**src/rtl/alu_share_arbiter.sv**
```systemverilog
// Round-robin front end that time-shares one combinational ALU between two
// valid/ready requesters and parks each result in a tagged response slot.
module alu_share_arbiter #(
  parameter int DATA_LEN = 32
) (
  input  logic                clk,
  input  logic                rst_n,
  input  logic                req0_valid,
  output logic                req0_ready,
  input  logic [DATA_LEN-1:0] req0_a,
  input  logic [DATA_LEN-1:0] req0_b,
  input  logic [3:0]          req0_op,
  input  logic                req1_valid,
  output logic                req1_ready,
  input  logic [DATA_LEN-1:0] req1_a,
  input  logic [DATA_LEN-1:0] req1_b,
  input  logic [3:0]          req1_op,
  output logic [DATA_LEN-1:0] alu_a,
  output logic [DATA_LEN-1:0] alu_b,
  output logic [3:0]          alu_op,
  input  logic [DATA_LEN-1:0] alu_result,
  input  logic                alu_zero,
  output logic                rsp_valid,
  input  logic                rsp_ready,
  output logic                rsp_id,
  output logic [DATA_LEN-1:0] rsp_result,
  output logic                rsp_zero,
  output logic                rsp_err,
  output logic                busy
);

  typedef enum logic [1:0] {IDLE, EXEC, RESP} state_e;

  state_e              state_q, state_d;
  logic                rr_last_q, rr_last_d;
  logic [DATA_LEN-1:0] a_q, a_d;
  logic [DATA_LEN-1:0] b_q, b_d;
  logic [3:0]          op_q, op_d;
  logic                id_q, id_d;
  logic                rsp_valid_q, rsp_valid_d;
  logic                rsp_id_q, rsp_id_d;
  logic [DATA_LEN-1:0] rsp_result_q, rsp_result_d;
  logic                rsp_zero_q, rsp_zero_d;
  logic                rsp_err_q, rsp_err_d;

  logic grant_id;
  logic accept;
  logic op_bad;

  // A new operation can be taken in IDLE, or in RESP when the slot drains this cycle.
  always_comb begin
    grant_id = (req0_valid && req1_valid) ? ~rr_last_q : req1_valid;
    accept   = rst_n && (req0_valid || req1_valid) &&
               ((state_q == IDLE) || ((state_q == RESP) && rsp_ready));
    case (op_q)
      4'b0000, 4'b0001, 4'b0010, 4'b0110, 4'b0111: op_bad = 1'b0;
      default:                                     op_bad = 1'b1;
    endcase
  end

  always_comb begin
    state_d      = state_q;
    rr_last_d    = rr_last_q;
    a_d          = a_q;
    b_d          = b_q;
    op_d         = op_q;
    id_d         = id_q;
    rsp_valid_d  = rsp_valid_q;
    rsp_id_d     = rsp_id_q;
    rsp_result_d = rsp_result_q;
    rsp_zero_d   = rsp_zero_q;
    rsp_err_d    = rsp_err_q;

    case (state_q)
      IDLE: state_d = IDLE;
      EXEC: begin
        rsp_valid_d  = 1'b1;
        rsp_id_d     = id_q;
        rsp_result_d = alu_result;
        rsp_zero_d   = alu_zero;
        rsp_err_d    = op_bad;
        state_d      = RESP;
      end
      RESP: begin
        if (rsp_ready) begin
          rsp_valid_d = 1'b0;
          state_d     = IDLE;
        end
      end
      default: state_d = IDLE;
    endcase

    if (accept) begin
      a_d       = grant_id ? req1_a  : req0_a;
      b_d       = grant_id ? req1_b  : req0_b;
      op_d      = grant_id ? req1_op : req0_op;
      id_d      = grant_id;
      rr_last_d = grant_id;
      state_d   = EXEC;
    end
  end

  always_ff @(posedge clk or negedge rst_n) begin
    if (!rst_n) begin
      state_q      <= IDLE;
      rr_last_q    <= 1'b1;
      a_q          <= '0;
      b_q          <= '0;
      op_q         <= '0;
      id_q         <= 1'b0;
      rsp_valid_q  <= 1'b0;
      rsp_id_q     <= 1'b0;
      rsp_result_q <= '0;
      rsp_zero_q   <= 1'b0;
      rsp_err_q    <= 1'b0;
    end else begin
      state_q      <= state_d;
      rr_last_q    <= rr_last_d;
      a_q          <= a_d;
      b_q          <= b_d;
      op_q         <= op_d;
      id_q         <= id_d;
      rsp_valid_q  <= rsp_valid_d;
      rsp_id_q     <= rsp_id_d;
      rsp_result_q <= rsp_result_d;
      rsp_zero_q   <= rsp_zero_d;
      rsp_err_q    <= rsp_err_d;
    end
  end

  // The ALU sees the operand registers directly, so it holds the last op between issues.
  assign alu_a      = a_q;
  assign alu_b      = b_q;
  assign alu_op     = op_q;
  assign req0_ready = accept && !grant_id;
  assign req1_ready = accept && grant_id;
  assign rsp_valid  = rsp_valid_q;
  assign rsp_id     = rsp_id_q;
  assign rsp_result = rsp_result_q;
  assign rsp_zero   = rsp_zero_q;
  assign rsp_err    = rsp_err_q;
  assign busy       = (state_q != IDLE);

endmodule

```
**config.mk**
```make
export PLATFORM = sky130hd
export DESIGN_NAME = alu_share_arbiter
export DESIGN_NICKNAME = d
export VERILOG_FILES = /design/src/rtl/alu_share_arbiter.sv
export SDC_FILE = /design/constraint.sdc
export NUM_CORES = 1
export LEC_CHECK = 0
export CORE_ASPECT_RATIO = 0.6
export CORE_MARGIN = 3
export CORE_UTILIZATION = 38
export CTS_CLUSTER_SIZE = 8
export DETAILED_ROUTE_END_ITERATION = 10
export GPL_TIMING_DRIVEN = 0
export PLACE_DENSITY = 0.92
export SLEW_MARGIN = 20
export SYNTH_ARGS = -nofsm -noshare
export SYNTH_HDL_FRONTEND = slang
export SYNTH_SLANG_ARGS = --single-unit
```
**constraint.sdc**
```tcl
create_clock -name clk -period 2.1 [get_ports clk]
set_input_delay 0.63 -clock clk [delete_from_list [all_inputs] [get_ports clk]]
set_output_delay 0.63 -clock clk [all_outputs]
set_load 0.005 [all_outputs]
```
# == Yosys cells after proc, flatten, opt, wreduce, memory -nomap -nowiden ==
# Index checks and enable logic that the tools add are counted.
# word_totals
regBits,108
latch_bits,0
ram_bits,0
romBits,0
inputBits,174
output_inout_bits,107
word_cells,45
mem_count,0
# classes
addsub,0
multipliers,0
n_div,0
magnitude_cmp,0
n_eq_ne,8
shift,0
mux,10
bitwise_logic,1
n_reduce_logical,15
# op_table
op,count
$mux 32,2
$eq 4x3->1 const B,2
$logic_and 1x1->1,6
$reduce_or 5->1,1
$eq 4x1->1 const B,1
$eq 4x2->1 const B,1
$logic_not 4->1,1
$mux 2,2
$mux 4,1
$pmux 2 s2,1
$reduce_bool 2->1,2
$mux 1,3
$ne 3x3->1 const B,1
$eq 2x1->1 const B,1
$eq 2x2->1 const B,1
$logic_not 2->1,1
$logic_or 1x1->1,2
$ne 2x2->1 const B,1
$pmux 1 s2,1
$reduce_and 2->1,1
$logic_not 1->1,1
$not 1->1,1

# == Depth between registers and ports, before layout ==
# depth
ltp_word,5
depth_mapped,6
mapped_depth_nobuf,3

# == Worst setup path before layout ==
# Ideal clock, no wire load.
# synth_path
path_type,input to output
start,input rst_n
end,output req0_ready
t_arrival_ns,1.394
required_time_ns,1.470
slack_ns,0.076
path_stages,4
path_buffers,1
cell_sequence,nand2b_4 -> nor3_4 -> buf_6 -> and2_1
# synth_via
elab_chain_cells,3
# synth_rtl
element,line,source
start: declaration,7,"input logic rst_n,"
$logic_and 1x1->1 (2 in series),53,accept = rst_n && (req0_valid || req1_valid) &&
$logic_and 1x1->1,135,assign req0_ready = accept && !grant_id;
end: declaration,9,"output logic req0_ready,"
# No other way between the ends.

# == Worst setup path in the final report ==
# layout_path
start,input req1_valid
end,output req1_ready
# layout_via
elab_chain_cells,4
elab_cells_between_ends,6
cone_classes,1 x mux; 5 x reduce/logical
# layout_rtl
element,line,source
start: declaration,13,"input logic req1_valid,"
$logic_or 1x1->1,53,
$logic_and 1x1->1 (2 in series),53,
$logic_and 1x1->1 (*),136,assign req1_ready = accept && grant_id;
end: declaration,14,"output logic req1_ready,"
# Mark *: on every way between the ends. The rest lies on a longest branch, timed or not.

==> metrics.md <==
| Metric | Value |
|---|---|
| EDFF count, synth | 0 |
| Commonest non-fill, non-tap cell in the layout | clkdlybuf4s50_1 |
| Drt total wl | 17900 um |
| Post-Place Cell Area | 7710 um^2 |
| Hpwl dp | 13200 um |
| CTS Hold Buffers Added | 0 |
| Grt ovf | 0 |
| Final period utilization | 1.04 |
| TNS Setup | -107 ps |
| Nets | 832 |
| Clock Latency Late Sink | 340 ps |
| Max-slew violation count | 0 |
| RSZ-0062 raised after global routing | true |
| #FFs+latches synth | 108 |
| Slew headroom | 0.600 |
| Sequential fraction of the synthesis area | 0.577 |
| Slowest stage delay, CP | 280 ps |
| I/O pins | 281 |
| Failing checks | setup timing |
| Inserted Diodes | 0 |
| R2r worst-path depth | 6 |
| Vias in the first global route | 4797 |
| Htree depth | 3 |
| GP Congestion | 0.841 |
| Most frequent cells in the layout | 273 x clkdlybuf4s50_1, 107 x dfrtp_1, 68 x o32ai_1, 68 x a2bb2oi_1, 34 x mux2_2 |
| Core ar. | 11700 um^2 |
| Mapped cell area | 4680 um^2 |
| Final worst path period need | 2190 ps |
| Worst-path clk slew | 70 ps |
| Gr busiest metal | met2 |
| Initial Util | 0.401 |
| Top delay family on crit path | buffers and inverters |
| CTS max path bufs | 2 |
| Slack of the critical path | -90.9 ps |
| Max Fanout on Critical Path | 4 |
| Top_reg_cell synth | dfrtp_1 |
| YS warnings | 0 |
| Tot GR Track Use | 0.258 |
| Pwr/cell area | 960 nW/um^2 |
| F_max | 0.456 GHz |
| Critical Path RT | 1470 ps |
| Pre-antenna DRT Iters | 4 |
| Slowest-stage cell, CP | nor4_4 |
| Die width | 149 um |
| Maximum number of pins on one net before global-route repair | 36 |
| CP cell instances | buf_6, a21bo_4, buf_12, nor4_4, buf_2 |
| Data arrival time of the worst path | 1560 ps |
| Final setup violation count | 2 |
| Max Cap Viol | 0 |
| Die Area | 13700 um^2 |
| LEAKAGE | 3.30 nW |
| Antenna Nets Post-Route | 0 |
| CP Capture Type | output pin |
| Power Total | 8.00 mW |
| Yosys cell types | 25 |
| Port bufs | 280 |
| First-pass GRT wire length | 27400 um |
| Synth area leaders | dfrtp_1 57%, a2bb2oi_1 13%, o32ai_1 13% |
| Syn nets | 520 |
| Leading area contributor after synthesis | dfrtp_1 |
| Met1 Resource Use GR | 0.328 |
| Reg2reg start | state_q[1]$_DFFE_PN0P_ |
| Status | finished, violations left |
| Top cell type's share of synthesized area | 0.572 |
| Worst Skew | 10.4 ps |
| Met2 Use GR | 0.438 |
| WHS | 205 ps |
| Die height | 92.0 um |
| Worst r2r dst | alu_b[26]$_DFFE_PN0P_ |
| Crit Path Category | primary input to output pin |
| Ys async rst share | 1.00 |
| Initial antenna violation count | 0 |
| Max VDD drop | 0.000460 V |
| 1st-iter DRT viols | 215 |
| Per-cell routed wire length | 21.8 um |
| Layout cells sized above 1 | 0.163 |
| Class of the worst hold path | primary input to async pin |
| Vias per inst | 5.43 |
| DR vias | 4472 |
| Synth Area per Inst | 13.5 um^2 |
| Post-route design area | 8330 um^2 |
| Critical path startpoint category | primary input |
| Drc violations | 0 |
| Worst reg2reg setup slack | 190 ps |
| CTS tree | yes |
| CP Buf/Inv Count | 3 |
| CTS root buffer | clkbuf_16 |
| Slew @ Worst Pin | 600 ps |
| Number of clock sinks | 108 |
| Grt met3 use | 0.0746 |
| Mapped Cells | 346 |
| Area Overhead vs Synth | 77.8% |
| # rows | 30 |
| CTS buffer count | 9 |
| Hold Violations, Final | 0 |
-- registers in the layout, summed over array words and instances (netlist names) --
name / flops
rsp_zero: 1
alu_op: 4
rsp_valid: 1
id_q: 1
rsp_err: 1
alu_b: 32
rsp_id: 1
alu_a: 32
rsp_result: 32
state_q: 2
rr_last_q: 1
-- final cells by class --
| type | instances | area, um^2 |
|---|---|---|
| timing repair buffer | 303 | 3110 |
| clock buffer | 9 | 225 |
| inverter | 6 | 22.5 |
| buffer | 39 | 230 |
| fill | 813 | 3350 |
| clock inverter | 7 | 81.3 |
| sequential | 108 | 2700 |
| tap | 160 | 200 |
| multi-input combinational | 191 | 1750 |
-- repair_timing --
item,CTS,global route
endpoints found under the setup margin,73,2
setup buffers,13,5
gates resized for setup,37,1
cloned,4,0
pin swaps,3,1
-- per-stage QoR --
step / std cells / util / worst slack (ps)
5_1_grt: 823 / 0.713 / -168
6_report: 823 / 0.713 / -90.9
2_1_floorplan: 346 / - / 75.8
3_5_place_dp: 787 / 0.661 / -1490
3_3_place_gp: 786 / 0.658 / -4820
4_1_cts: 819 / 0.711 / -107
-- where the power goes --
part	total (mW)	leakage [nW]	switching [mW]	internal, mW
Sequential	3.09	1.20	0.380	2.71
Clock	1.77	0.146	0.823	0.946
Combinational	3.14	1.95	1.08	2.07
Total	8.00	3.30	2.28	5.72
-- worst reg2reg max path, cell delays in order (launching register included) --
cell	delay, ps
dfrtp_1	390
nor2b_4	150
buf_4	150
nor2_1	410
buf_2	330
buf_2	260
a2bb2oi_1	100
-- worst max path at each step --
stage / startpoint / slack, ps / cells past startpoint / end
after global placement: rst_n / -4820 / 6 / req0_ready
after floorplan: rst_n / 80 / 4 / req0_ready
after global routing: rr_last_q$_DFFE_PN1P_ / -170 / 4 / req1_ready
final: req1_valid / -90 / 5 / req1_ready
after CTS: req0_valid / -110 / 5 / req1_ready
after detailed placement: rst_n / -1490 / 7 / req0_ready
-- per-layer routing --
| metal | up-vias | routed length (um) |
|---|---|---|
| met5 | - | 0 |
| met4 | 0 | 267 |
| met3 | 24 | 1340 |
| met2 | 200 | 8890 |
| met1 | 2218 | 7430 |
| li1 | 2030 | - |
-- kinds of logic after synthesis --
family                 count (synthesis)  share of synthesized area
AO/OA/AOI/OAI                        144                      0.266
buffers and inverters                 47                     0.0526
flip-flops                           108                      0.578
multiplexers                          34                     0.0818
AND/OR/NAND/NOR                       13                     0.0222
-- synthesized netlist by cell type, types with 2 or more instances --
| cell type | number |
|---|---|
| mux2_2 | 34 |
| nor2b_1 | 2 |
| a21oi_1 | 3 |
| dfrtp_1 | 107 |
| buf_6 | 7 |
| clkbuf_1 | 20 |
| a2bb2oi_1 | 68 |
| o21bai_1 | 2 |
| inv_1 | 5 |
| o32ai_1 | 68 |
| buf_2 | 14 |
| nor2_1 | 3 |
Power figures use the tool's default switching activity.
